File: config.mk
export PLATFORM = sky130hd
export DESIGN_NAME = trng_reader
export DESIGN_NICKNAME = d
export VERILOG_FILES = /design/src/rtl/trng_reader.sv
export SDC_FILE = /design/constraint.sdc
export NUM_CORES = 1
export LEC_CHECK = 0
export BUFFER_PORTS_ARGS = -buffer_cell sky130_fd_sc_hd__buf_4
export CAP_MARGIN = 20
export CORE_ASPECT_RATIO = 0.5
export CORE_MARGIN = 10
export CORE_UTILIZATION = 30
export DETAILED_ROUTE_END_ITERATION = 16
export MAX_ROUTING_LAYER = met4
export PLACE_DENSITY = 0.52
export SLEW_MARGIN = 15
export SYNTH_ARGS = -nofsm -noshare
export SYNTH_HDL_FRONTEND = slang
export SYNTH_SLANG_ARGS = --single-unit
export TNS_END_PERCENT = 20
File: constraint.sdc
create_clock -name clk -period 2.6 [get_ports clk]
set_input_delay 0.26 -clock clk [delete_from_list [all_inputs] [get_ports clk]]
set_output_delay 0.26 -clock clk [all_outputs]
set_load 0.005 [all_outputs]
File: src/rtl/trng_reader.sv
// Fetches 128-bit samples from a TRNG source, screens them for stuck and repeated values,
// and serves each accepted sample to the consumer as four 32-bit words over valid/ready.
module trng_reader #(
  parameter int TIMEOUT = 1023,
  parameter int WORDS   = 4
) (
  input  logic         clk,
  input  logic         rst,
  input  logic         en,
  output logic         trng_rst,
  output logic         trng_go,
  input  logic         trng_done,
  input  logic [127:0] trng_data,
  output logic [31:0]  rd_data,
  output logic         rd_valid,
  input  logic         rd_ready,
  output logic         err,
  output logic [1:0]   err_code
);

  // state | meaning
  // IDLE  | waiting for en
  // SRST  | one-cycle reset pulse to the source
  // GO    | one-cycle start pulse, timeout counter cleared
  // WAIT  | waiting for trng_done, counting toward TIMEOUT
  // CHECK | stuck-value and repetition screening of the captured sample
  // SERVE | presenting words 0..WORDS-1 on rd_data
  // ERR   | fault latched, left only through rst
  typedef enum logic [2:0] {
    IDLE  = 3'd0,
    SRST  = 3'd1,
    GO    = 3'd2,
    WAIT  = 3'd3,
    CHECK = 3'd4,
    SERVE = 3'd5,
    ERR   = 3'd6
  } state_t;

  localparam int CW = $clog2(TIMEOUT + 1);
  localparam int IW = $clog2(WORDS);

  localparam logic [1:0] ERR_TIMEOUT = 2'b01;
  localparam logic [1:0] ERR_STUCK   = 2'b10;
  localparam logic [1:0] ERR_REPEAT  = 2'b11;

  state_t         state_q, state_d;
  logic [CW-1:0]  cnt_q, cnt_d;
  logic [IW-1:0]  idx_q, idx_d;
  logic [127:0]   sample_q, sample_d;
  logic [127:0]   prev_q, prev_d;
  logic           prev_valid_q, prev_valid_d;
  logic [1:0]     err_code_q, err_code_d;

  always_ff @(posedge clk) begin
    if (rst) begin
      state_q      <= IDLE;
      cnt_q        <= '0;
      idx_q        <= '0;
      sample_q     <= '0;
      prev_q       <= '0;
      prev_valid_q <= 1'b0;
      err_code_q   <= 2'b00;
    end else begin
      state_q      <= state_d;
      cnt_q        <= cnt_d;
      idx_q        <= idx_d;
      sample_q     <= sample_d;
      prev_q       <= prev_d;
      prev_valid_q <= prev_valid_d;
      err_code_q   <= err_code_d;
    end
  end

  always_comb begin
    state_d      = state_q;
    cnt_d        = cnt_q;
    idx_d        = idx_q;
    sample_d     = sample_q;
    prev_d       = prev_q;
    prev_valid_d = prev_valid_q;
    err_code_d   = err_code_q;

    case (state_q)
      IDLE: begin
        if (en) state_d = SRST;
      end
      SRST: state_d = GO;
      GO: begin
        cnt_d   = '0;
        state_d = WAIT;
      end
      WAIT: begin
        // done wins over a timeout landing in the same cycle
        if (trng_done) begin
          sample_d = trng_data;
          state_d  = CHECK;
        end else begin
          cnt_d = cnt_q + 1'b1;
          if (cnt_q == CW'(TIMEOUT - 1)) begin
            err_code_d = ERR_TIMEOUT;
            state_d    = ERR;
          end
        end
      end
      CHECK: begin
        if (sample_q == '0 || sample_q == '1) begin
          err_code_d = ERR_STUCK;
          state_d    = ERR;
        end else if (prev_valid_q && sample_q == prev_q) begin
          err_code_d = ERR_REPEAT;
          state_d    = ERR;
        end else begin
          prev_d       = sample_q;
          prev_valid_d = 1'b1;
          idx_d        = '0;
          state_d      = SERVE;
        end
      end
      SERVE: begin
        if (rd_ready) begin
          if (idx_q == IW'(WORDS - 1)) begin
            idx_d   = '0;
            state_d = en ? SRST : IDLE;
          end else begin
            idx_d = idx_q + 1'b1;
          end
        end
      end
      ERR: state_d = ERR;
      default: state_d = IDLE;
    endcase
  end

  assign trng_rst = (state_q == SRST);
  assign trng_go  = (state_q == GO);
  assign rd_valid = (state_q == SERVE);
  assign rd_data  = rd_valid ? sample_q[{idx_q, 5'd0} +: 32] : 32'h0;
  assign err      = (state_q == ERR);
  assign err_code = err_code_q;

endmodule

==> results.txt, run 1 <==
----------------------------------------------------
[Outcome]
  Result of the run ... complete, but fails checks
  Failing checks ... setup timing

[Timing]
  Final setup violation count ... 135
  Remaining max-slew budget at the tightest pin ... 45.4%
  Worst-margin pin slew ... 0.819 ns
  Unrepaired setup endpoints after global routing ... true
  Clock period minus final worst setup slack ... 2.81 ns
  Fin. Hold Viols ... 0
  Post-Route Skew ... 0.0195 ns
  Setup slack after layout ... -0.207 ns
  Final max-slew violation count ... 0
  Highest clock frequency the design can meet ... 356 MHz
  Share of the clock period used by the worst path ... 108%
  Final hold slack ... 0.00671 ns

[Die]
  Die footprint ... 56,600 um^2
  Die Width ... 327 um
  Std-Cell Core Area ... 46,700 um^2
  Starting utilization of the core area ... 30.2%
  FP Rows ... 56
  Height of the die ... 173 um
  Ports ... 171

[Critical path]
  Crit Path Category ... reg2reg
  CP Max Fanout ... 8
  Required arrival time at the worst endpoint ... 3.06 ns
  Reg2Reg Capture Point ... prev_valid_q
  Length in cells of the worst reg-to-reg path ... 10
  Crit path arrival time ... 3.26 ns
  CP max stage cell ... sky130_fd_sc_hd__dfxtp_1
  Endpoint type of the worst setup path ... flip-flop
  Crit path cell chain ... buf_4 -> nand4_1 -> nor4_1 -> nand4_1 -> o21ai_4 -> nor4_4 -> buf_6 -> buf_12 -> buf_16 -> o21ba_1
  Reg-to-reg critical path startpoint ... sample_q[79]
  Cell mode on critical path ... sky130_fd_sc_hd__nand4_1
  Reg2reg setup slack ... -0.21 ns
  Worst Setup Start Kind ... flip-flop
  Longest individual stage delay on the worst path ... 0.50 ns

[Routing]
  Number of antenna-violating nets in the routed design ... 0
  DRT iter0 DRCs ... 1,512
  Average vias per placed instance ... 5.05
  DRC violation count after routing ... 0
  Wire length reported by the detailed router ... 66,300 um
  TritonRoute pass-1 iters ... 5
  Via count of the routed design ... 14,000
  Met2 layer wire length in the routed design ... 29,000 um
  Detail-routed net length per standard cell ... 23.9 um
  Met1 wire length ... 31,000 um
  Top layer in use ... met4
  Met3 Routed Length ... 4960 um

[Clock network]
  Max Root-Sink Buffers ... 3
  CTS tree ... built
  Clock Sink Count ... 274
  Clock slew at the register clock pins of the worst setup and hold paths ... 0.07 ns
  Clock network latency to the later pin of the worst-skew pair ... 0.57 ns
  Htree depth ... 1
  Buffer type at the clock tree root ... sky130_fd_sc_hd__clkbuf_16
  Number of clock buffers inserted by TritonCTS ... 29

[Global route]
  Overall routing resource usage ... 22.9%
  Largest net degree at the start of global routing ... 136
  Number of antenna violations at the first check in global routing ... 4
  Overflow left after global routing ... 0
  Vias in the first global route ... 13,800
  First-pass GRT wire length ... 95,300 um

[Place]
  Count of buffers inserted at the top-level ports ... 170
  Post-detailed-placement half-perimeter wirelength ... 50,200 um
  Pre-CTS worst setup slack ... -0.528 ns
  GP Congestion ... 1.01
  Cell area after placement ... 17,900 um^2

[Synthesis]
  Top FF cell, synth ... sky130_fd_sc_hd__dfxtp_1
  Share of async-settable or async-resettable flops after synthesis ... 0%
  Average cell area after synthesis ... 8.69 um^2
  Dominant cell by count in the synthesized netlist ... sky130_fd_sc_hd__nand2b_1
  Biggest area consumer among synthesized cells ... sky130_fd_sc_hd__dfxtp_1
  Mapped Cells ... 1,623
  Count of flip-flops with a built-in enable after synthesis ... 0
  Area share of the largest cell type after synthesis ... 38.9%
  Main area contributors after synthesis ... sky130_fd_sc_hd__dfxtp_1 (39%), sky130_fd_sc_hd__nand2b_1 (13%), sky130_fd_sc_hd__mux2i_1 (9.2%)
  Total of warnings raised by yosys ... 0
  Post-Synthesis Net Count ... 1,759
  Share of the yosys chip area belonging to registers ... 38.9%
  Synthesized cell area ... 14,100 um^2
  Distinct cell type count of the synthesized netlist ... 46
  Commonest cells in the synthesized netlist ... sky130_fd_sc_hd__nand2b_1 (288), sky130_fd_sc_hd__dfxtp_1 (274), sky130_fd_sc_hd__nand2_1 (267)
  Number of flip-flops and latches in the synthesized netlist ... 274

[Hold path]
  Worst hold path stage count ... 3
  Hold Crit Start ... trng_data[70]
  Worst hold path type ... in2reg
  Hold Path End ... sample_q[70]

[Power]
  Proportion of total power due to net switching ... 29.1%
  Sum of internal, switching and leakage power ... 11.3 mW
  Worst vdd rail ir drop ... 339 uV
  Clock share of power ... 38.7%
  Register share of total power ... 39.9%
  Switching power total ... 3.29 mW
  P_int ... 8.01 mW
  Leakage power total ... 7.68 nW
  Total power density per cell area ... 536 nW/um^2
  Combinational Power Share ... 21.4%

[Finish]
  Final instance area ... 21,100 um^2
  Fill cell total of the finished layout ... 4,601
  Count of nets after finishing ... 2,249
  Growth of design area from synthesis to finish ... 49.4%
  Fraction of layout cells with a size suffix above 1 ... 29.2%
  Final design utilization ... 45.2%
  Sequential cell area ... 5560 um^2
  Area of the multi-input gates ... 8610 um^2

[Flow run]
  Max capacitance violation total ... 0

----------------------------------------------------
## worst max-delay path by stage
stage	depth (start not counted)	from	slack, ns	end
after floorplan	9	sample_q[41]	0.18	state_q[0]
after global placement	9	sample_q[95]	-0.71	prev_q[11]
after detailed placement	9	sample_q[95]	-0.53	prev_q[32]
after CTS	12	prev_q[84]	-0.04	prev_valid_q
after global routing	11	prev_q[31]	-0.17	prev_valid_q
final	10	sample_q[79]	-0.21	prev_valid_q
## cell type report
| cell class | count | area share, % |
|---|---|---|
| multi-input cells | 1211 | 40.9 |
| clock inverters | 11 | 0.671 |
| inverters | 36 | 0.653 |
| flip-flops and latches | 274 | 26.4 |
| clock buffers | 41 | 3.94 |
| diodes | 2 | 0.0237 |
| well taps | 638 | 3.79 |
| repair buffers | 561 | 23.7 |
## worst max-delay path: cells and delay by family, from the launching register on
| kind | cells | cell delay [ns] |
|---|---|---|
| AOI/OAI and AO/OA | 2 | 0.57 |
| buffers and inverters | 4 | 0.64 |
| and+or+nand+nor | 4 | 0.96 |
| DFF | 1 | 0.50 |
## power by group through the flow
stage | Combinational (mW) | Clock (mW) | Sequential [mW]
2_1_floorplan | 0.933 | 0 | 4.51
3_3_place_gp | 1.92 | 0 | 4.58
3_5_place_dp | 1.91 | 0 | 4.58
4_1_cts | 2.28 | 4.43 | 4.49
5_1_grt | 2.54 | 4.59 | 4.51
6_report | 2.42 | 4.38 | 4.50
## layout by cell type, fill, tap and decap left out, drive strengths merged, types with 7 or more instances in the layout
cell	synthesis	layout
nor4	57	57
o2111ai	9	9
dlygate4sd3	0	117
mux4	32	32
and2	32	32
nand3	7	7
nand2	267	267
nor2b	38	38
dfxtp	274	274
a2111o	12	12
nor2	13	13
buf	20	441
xor2	8	8
nand2b	288	288
o21ai	7	7
mux2i	129	129
inv	35	36
clkbuf	82	44
o22ai	7	7
a21oi	138	138
xnor2	69	69
nand4	63	63
## metal layers
layer  GRT usage [%]  vias to the layer above
met5               -                        -
li1                -                     6537
met4            4.32                        0
met3            3.78                       77
met1            32.1                     6954
met2            34.6                      433
## flip-flops by register name, summed over array words and instances, names as in the netlist
signal,flops
idx_q,2
err_code,2
sample_q,128
state_q,3
prev_valid_q,1
prev_q,128
cnt_q,10
## cells by family (layout without fill, tap and decap cells)
| family | count (synthesis) | count (layout) | synth area share [%] |
|---|---|---|---|
| AO/OA/AOI/OAI | 190 | 190 | 8.04 |
| XOR/XNOR | 77 | 77 | 4.78 |
| adder cells (fa/ha/maj) | 3 | 3 | 0.266 |
| buffers and inverters | 138 | 649 | 4.20 |
| flip-flops | 274 | 274 | 38.9 |
| multiplexers | 161 | 161 | 14.3 |
| other | 0 | 2 | 0 |
| AND/OR/NAND/NOR | 780 | 780 | 29.6 |
## through the flow
step | setup TNS [ns] | instances
final | -18.33 | 2774
after global routing | -13.21 | 2773
after CTS | -0.528 | 2766
after detailed placement | -64.97 | 2581
after global placement | -91.52 | 2581
after floorplan | 0 | 1623
## repair_timing
item | 4_1_cts | 5_1_grt
endpoints found under the hold margin | 117 | 0
resized for setup | 108 | 38
pin swaps | 16 | 17
buffers inserted | 13 | 4
endpoints found under the setup margin | 166 | 135
cloned | 5 | 3
hold buffers | 117 | 0
Power figures use the tool's default switching activity.
==> inputs of run 2 (changes only) <==
--- a/constraint.sdc
+++ b/constraint.sdc
@@ -3,2 +3,2 @@
 set_output_delay 0.26 -clock clk [all_outputs]
-set_load 0.005 [all_outputs]
+set_load 0.1 [all_outputs]
==> results.txt, run 2 (same netlist as run 1, synthesis figures left out) <==
----------------------------------------------------
[Global route]
  Largest net degree at the start of global routing ... 157 (+15%)
  Overall routing resource usage ... 22.8% (-0.12 points)
  First-pass GRT wire length ... 94,400 um (-0.94%)
  Vias in the first global route ... 13,500 (-2.5%)
  Overflow left after global routing ... 0 (unchanged)
  Number of antenna violations at the first check in global routing ... 0 (-4)

[Clock network]
  CTS tree ... built
  Clock network latency to the later pin of the worst-skew pair ... 0.58 ns (about the same)
  Buffer type at the clock tree root ... sky130_fd_sc_hd__clkbuf_16
  Clock slew at the register clock pins of the worst setup and hold paths ... 0.06 ns (about the same)
  Number of clock buffers inserted by TritonCTS ... 28 (-3.4%)
  Max Root-Sink Buffers ... 3 (unchanged)
  Clock Sink Count ... 274 (unchanged)
  Htree depth ... 1 (unchanged)

[Die]
  Die Width ... 327 um (unchanged)
  Std-Cell Core Area ... 46,700 um^2 (unchanged)
  Starting utilization of the core area ... 30.2% (unchanged)
  Height of the die ... 173 um (unchanged)
  Die footprint ... 56,600 um^2 (unchanged)
  FP Rows ... 56 (unchanged)
  Ports ... 171 (unchanged)

[Timing]
  Worst-margin pin slew ... 0.910 ns (+0.0912 ns)
  Fin. Hold Viols ... 0 (unchanged)
  Final max-slew violation count ... 0 (unchanged)
  Clock period minus final worst setup slack ... 2.75 ns (-0.0553 ns)
  Setup slack after layout ... -0.151 ns (+0.0553 ns)
  Remaining max-slew budget at the tightest pin ... 39.3% (-6.1 points)
  Unrepaired setup endpoints after global routing ... true
  Setup tns final ... -9.75 ns (+8.58 ns)
  Post-Route Skew ... 0.0227 ns (+0.00315 ns)
  Highest clock frequency the design can meet ... 363 MHz (+2.0%)
  Final hold slack ... 0.00134 ns (-0.00537 ns)
  Share of the clock period used by the worst path ... 106% (-2.1 points)
  Final setup violation count ... 124 (-8.1%)

[Critical path]
  Crit path cell chain ... xnor2_1 -> nand4_1 -> nor3_2 -> nand4_1 -> nor4_2 -> buf_4 -> nor4_4 -> buf_4 -> buf_12 -> buf_12 -> mux2i_1
  Worst Setup Start Kind ... flip-flop
  Number of buffers and inverters on the critical path ... 4 (unchanged)
  Required arrival time at the worst endpoint ... 3.05 ns (about the same)
  Endpoint type of the worst setup path ... flip-flop
  Longest individual stage delay on the worst path ... 0.43 ns (-0.07 ns)
  CP delay by family, top ... simple AND/OR/NAND/NOR gates
  CP max stage cell ... sky130_fd_sc_hd__xnor2_1
  Reg2reg setup slack ... -0.15 ns (+0.06 ns)
  CP Max Fanout ... 5 (-3)
  Crit Path Category ... reg2reg
  Length in cells of the worst reg-to-reg path ... 11 (+1)
  Reg-to-reg critical path startpoint ... prev_q[0]
  Reg2Reg Capture Point ... prev_q[37]
  Crit path arrival time ... 3.20 ns (-0.06 ns)

[Place]
  Post-detailed-placement half-perimeter wirelength ... 49,500 um (-1.4%)
  Pre-CTS worst setup slack ... -0.300 ns (+0.229 ns)
  GP Congestion ... 1.04 (+3.3%)
  Count of buffers inserted at the top-level ports ... 170 (unchanged)
  Cell area after placement ... 17,800 um^2 (-0.85%)

[Routing]
  TritonRoute pass-1 iters ... 6 (+1)
  Wire length reported by the detailed router ... 65,800 um (-0.72%)
  DRT iter0 DRCs ... 1,691 (+12%)
  Via count of the routed design ... 14,000 (+0.079%)
  Number of antenna-violating nets in the routed design ... 0 (unchanged)
  Detail-routed net length per standard cell ... 23.9 um (+0.15%)
  Average vias per placed instance ... 5.10 (+0.95%)
  DRC violation count after routing ... 0 (unchanged)

[Outcome]
  Failing checks ... setup timing
  Result of the run ... complete, but fails checks

[Finish]
  Final instance area ... 20,600 um^2 (-2.5%)
  Fill cell total of the finished layout ... 4,612 (+0.24%)
  Leading cell types in the layout, fill and taps excluded ... sky130_fd_sc_hd__buf_4 (398), sky130_fd_sc_hd__nand2b_1 (288), sky130_fd_sc_hd__nand2_1 (267)
  Fraction of layout cells with a size suffix above 1 ... 28.4% (-0.83 points)
  Diode count ... 0 (-2)
  Largest registers ... prev_q (128), sample_q (128), cnt_q (10)
  Count of nets after finishing ... 2,228 (-0.93%)
  Growth of design area from synthesis to finish ... 45.7%
  Leading cell type in the layout, fill and taps excluded ... sky130_fd_sc_hd__buf_4

[Hold path]
  Worst hold path stage count ... 3 (unchanged)
  Hold Path End ... sample_q[39]
  Worst hold path type ... in2reg
  Hold Crit Start ... trng_data[39]

[Power]
  Total power density per cell area ... 548 nW/um^2 (+2.3%)
  Worst vdd rail ir drop ... 455 uV (+34%)
  Sum of internal, switching and leakage power ... 11.3 mW (-0.28%)
  Leakage power total ... 7.50 nW (-2.3%)

[Flow run]
  Max capacitance violation total ... 0 (unchanged)

----------------------------------------------------
==> run 2: worst max path at each step <==
stage | slack (ns) | cells after the start | from | end
2_1_floorplan | -0.39 | 2 | state_q[0] | trng_rst
3_3_place_gp | -0.31 | 9 | sample_q[25] | prev_q[100]
3_5_place_dp | -0.30 | 9 | sample_q[70] | prev_q[106]
4_1_cts | -0.03 | 11 | sample_q[74] | prev_q[44]
5_1_grt | -0.12 | 10 | sample_q[118] | prev_q[55]
6_report | -0.15 | 11 | prev_q[0] | prev_q[37]
==> run 2: where the power goes <==
part           leakage, nW  switching [mW]  internal (mW)  total (mW)
Combinational         4.79            1.27           1.13        2.40
Sequential            2.23           0.179           4.30        4.48
Clock                0.485            1.80           2.58        4.38
Total                 7.50            3.25           8.01        11.3
==> run 2: layout make-up <==
type	count	area [um^2]	area share, %
multi-input combinational	1211	8360	40.7
sequential	274	5550	27.0
timing repair buffer	541	4730	23.0
clock buffer	42	865	4.21
tap	638	798	3.88
inverter	36	136	0.663
clock inverter	8	118	0.572
==> run 2: worst reg2reg max path, delay by kind of cell (launching register included) <==
| kind | cells | cell delay (ns) |
|---|---|---|
| muxes | 1 | 0.13 |
| and+or+nand+nor | 5 | 1.08 |
| xor gates and xnor gates | 1 | 0.43 |
| buffers and inverters | 4 | 0.66 |
| DFF | 1 | 0.32 |
==> run 2: layer usage <==
metal	up-vias	GRT usage, %	share of wire (%)
met1	6832	31.9	46
met2	566	33.4	43
li1	6514	-	-
met3	100	4.51	8.5
met4	0	5.06	2.7
met5	-	-	0
==> run 2: repair_timing <==
item	4_1_cts	5_1_grt
endpoints found under the hold margin	108	0
setup endpoints to repair	165	163
pin swaps	16	12
resized for setup	76	38
setup buffers	7	4
hold buffers	108	0
gates cloned	9	1
==> run 2: stage by stage <==
step / cells / utilization, %
after floorplan: 1623 / -
after global placement: 2572 / 38.1
after detailed placement: 2572 / 38.1
after CTS: 2745 / 43.7
after global routing: 2750 / 44.1
final: 2750 / 44.1
==> inputs of run 3 (changes only) <==
Settings changed: PLACE_DENSITY 0.52 to 0.51.
Clock period 2.6 ns to 3.19 ns, I/O delays scaled along.
==> results.txt, run 3 (same netlist as run 1, synthesis figures left out) <==
----------------------------------------------------
[Clock network]
  Clock network latency to the later pin of the worst-skew pair ... 0.58 ns (about the same)
  Max Root-Sink Buffers ... 3 (unchanged)
  Clock Sink Count ... 274 (unchanged)
  Htree depth ... 1 (unchanged)
  Clock slew at the register clock pins of the worst setup and hold paths ... 0.06 ns (about the same)
  CTS tree ... built
  Setup fix buffers added after clock tree synthesis ... 0 (-7)
  Number of clock buffers inserted by TritonCTS ... 28 (unchanged)
  Buffer type at the clock tree root ... sky130_fd_sc_hd__clkbuf_16

[Power]
  Switching power total ... 2.53 mW (-22%)
  Register share of total power ... 42.8% (+3.0 points)
  Clock share of power ... 39.7% (+0.8 points)
  Combinational Power Share ... 17.5% (-3.8 points)
  Sum of internal, switching and leakage power ... 8.70 mW (-23%)
  Worst vdd rail ir drop ... 286 uV (-37%)
  Total power density per cell area ... 477 nW/um^2 (-13%)
  Leakage power total ... 6.24 nW (-17%)
  Proportion of total power due to net switching ... 29.1% (+0.24 points)
  P_int ... 6.17 mW (-23%)

[Global route]
  Overflow left after global routing ... 0 (unchanged)
  Overall routing resource usage ... 20.8% (-2.0 points)
  Largest net degree at the start of global routing ... 163 (+3.8%)
  Number of antenna violations at the first check in global routing ... 2 (+2)
  Vias in the first global route ... 12,400 (-8.1%)
  First-pass GRT wire length ... 86,500 um (-8.4%)

[Place]
  Count of buffers inserted at the top-level ports ... 170 (unchanged)
  Post-detailed-placement half-perimeter wirelength ... 45,800 um (-7.4%)
  GP Congestion ... 1.03 (-0.61%)
  Pre-CTS worst setup slack ... 0.0753 ns (+0.375 ns)

[Routing]
  Average vias per placed instance ... 5.06 (-0.74%)
  Via count of the routed design ... 12,900 (-8.3%)
  Wire length reported by the detailed router ... 59,700 um (-9.2%)
  DRC violation count after routing ... 0 (unchanged)
  TritonRoute pass-1 iters ... 5 (-1)
  DRT iter0 DRCs ... 1,389 (-18%)
  Detail-routed net length per standard cell ... 23.5 um (-1.8%)
  Number of antenna-violating nets in the routed design ... 0 (unchanged)

[Timing]
  Clock period minus final worst setup slack ... 3.15 ns (+0.402 ns)
  Fin. Hold Viols ... 0 (unchanged)
  Final setup violation count ... 0 (-100%)
  Final max-slew violation count ... 0 (unchanged)
  Setup tns final ... 0 ns (+9.75 ns)
  Remaining max-slew budget at the tightest pin ... 41.9% (+2.5 points)
  Unrepaired setup endpoints after global routing ... false
  Post-Route Skew ... 0.0232 ns (+0.000570 ns)
  Share of the clock period used by the worst path ... 98.9% (-7.0 points)
  Worst-margin pin slew ... 0.872 ns (-0.0381 ns)
  Highest clock frequency the design can meet ... 317 MHz (-13%)
  Setup slack after layout ... 0.0366 ns (+0.188 ns)

[Finish]
  Fraction of layout cells with a size suffix above 1 ... 18.1% (-10 points)
  Growth of design area from synthesis to finish ... 29.2%
  Leading cell type in the layout, fill and taps excluded ... sky130_fd_sc_hd__nand2b_1
  Count of nets after finishing ... 2,016 (-9.5%)
  Final design utilization ... 39.1% (-5.0 points)
  Leading cell types in the layout, fill and taps excluded ... sky130_fd_sc_hd__nand2b_1 (288), sky130_fd_sc_hd__dfxtp_1 (273), sky130_fd_sc_hd__nand2_1 (267)
  Fill cell total of the finished layout ... 4,787 (+3.8%)
  Largest registers ... prev_q (128), sample_q (128), cnt_q (10)

[Critical path]
  CP max stage cell ... sky130_fd_sc_hd__dfxtp_1
  Worst Setup Start Kind ... flip-flop
  Longest individual stage delay on the worst path ... 0.59 ns (+0.16 ns)
  CP Max Fanout ... 62 (+57)
  Crit Path Category ... reg2reg
  Required arrival time at the worst endpoint ... 3.61 ns (+0.56 ns)
  Crit path arrival time ... 3.58 ns (+0.38 ns)
  Endpoint type of the worst setup path ... flip-flop
  Cell mode on critical path ... sky130_fd_sc_hd__nor4_2
  Crit path cell chain ... nor2b_1 -> a2111o_1 -> a2111oi_2 -> nand4_1 -> nor4_2 -> buf_4 -> nor4_2 -> buf_12 -> mux2i_1

[Die]
  Die Width ... 327 um (unchanged)
  FP Rows ... 56 (unchanged)
  Starting utilization of the core area ... 30.2% (unchanged)
  Ports ... 171 (unchanged)
  Std-Cell Core Area ... 46,700 um^2 (unchanged)
  Die footprint ... 56,600 um^2 (unchanged)
  Height of the die ... 173 um (unchanged)

[Flow run]
  Max capacitance violation total ... 0 (unchanged)

[Outcome]
  Result of the run ... finished, final reports clean

[Hold path]
  Worst hold path type ... in2reg

----------------------------------------------------
-- run 3: through the flow --
step	hold WS [ns]	std cells	area, um^2
6_report	0.0118	2542	18200
5_1_grt	0.00998	2542	18200
2_1_floorplan	0.449	1623	14100
3_3_place_gp	0.458	2417	16600
3_5_place_dp	0.460	2417	16600
4_1_cts	0.000306	2540	18200
-- run 3: cell type report --
type,instances,area (um^2),share of cell area (%)
diodes,2,5.00,0.0274
multi-input cells,1211,8060,44.2
clock buffers,39,793,4.35
clock inverters,13,149,0.816
flip-flops and latches,274,5490,30.1
well taps,638,798,4.38
repair buffers,329,2810,15.4
inverters,36,135,0.741
-- run 3: repair_timing --
item	CTS	global route
hold buffers	71	0
hold endpoints to repair	71	0
resized for setup	0	2
setup endpoints to repair	0	129
-- run 3: power by group through the flow --
stage	Sequential (mW)	Clock, mW	Combinational, mW
2_1_floorplan	3.68	0	0.829
3_3_place_gp	3.79	0	1.44
3_5_place_dp	3.79	0	1.43
4_1_cts	3.71	3.51	1.50
5_1_grt	3.73	3.65	1.61
6_report	3.73	3.45	1.52
-- run 3: worst paths after layout --
path | start | to | slack (ns) | depth (start not counted)
setup / recovery | sample_q[31] | prev_q[16] | 0.04 | 9
hold / removal | trng_data[60] | sample_q[60] | 0.01 | 3
setup reg to reg | sample_q[31] | prev_q[16] | 0.04 | 9
hold reg to reg | err_code[1] | err_code[1] | 0.48 | 2
-- run 3: per-layer routing --
layer	share of wire [%]	track usage, %
met3	8.2	5.58
met5	0	-
met1	46	28.1
met4	2.1	4.15
met2	43	30.7
-- run 3: worst max-delay path, delay by kind of cell (launching register included) --
kind                   cells  cell delay [ns]
multiplexers               1             0.20
AND/OR/NAND/NOR            4             0.71
AO/OA/AOI/OAI              2             0.95
buffers and inverters      2             0.46
flip-flops                 1             0.59
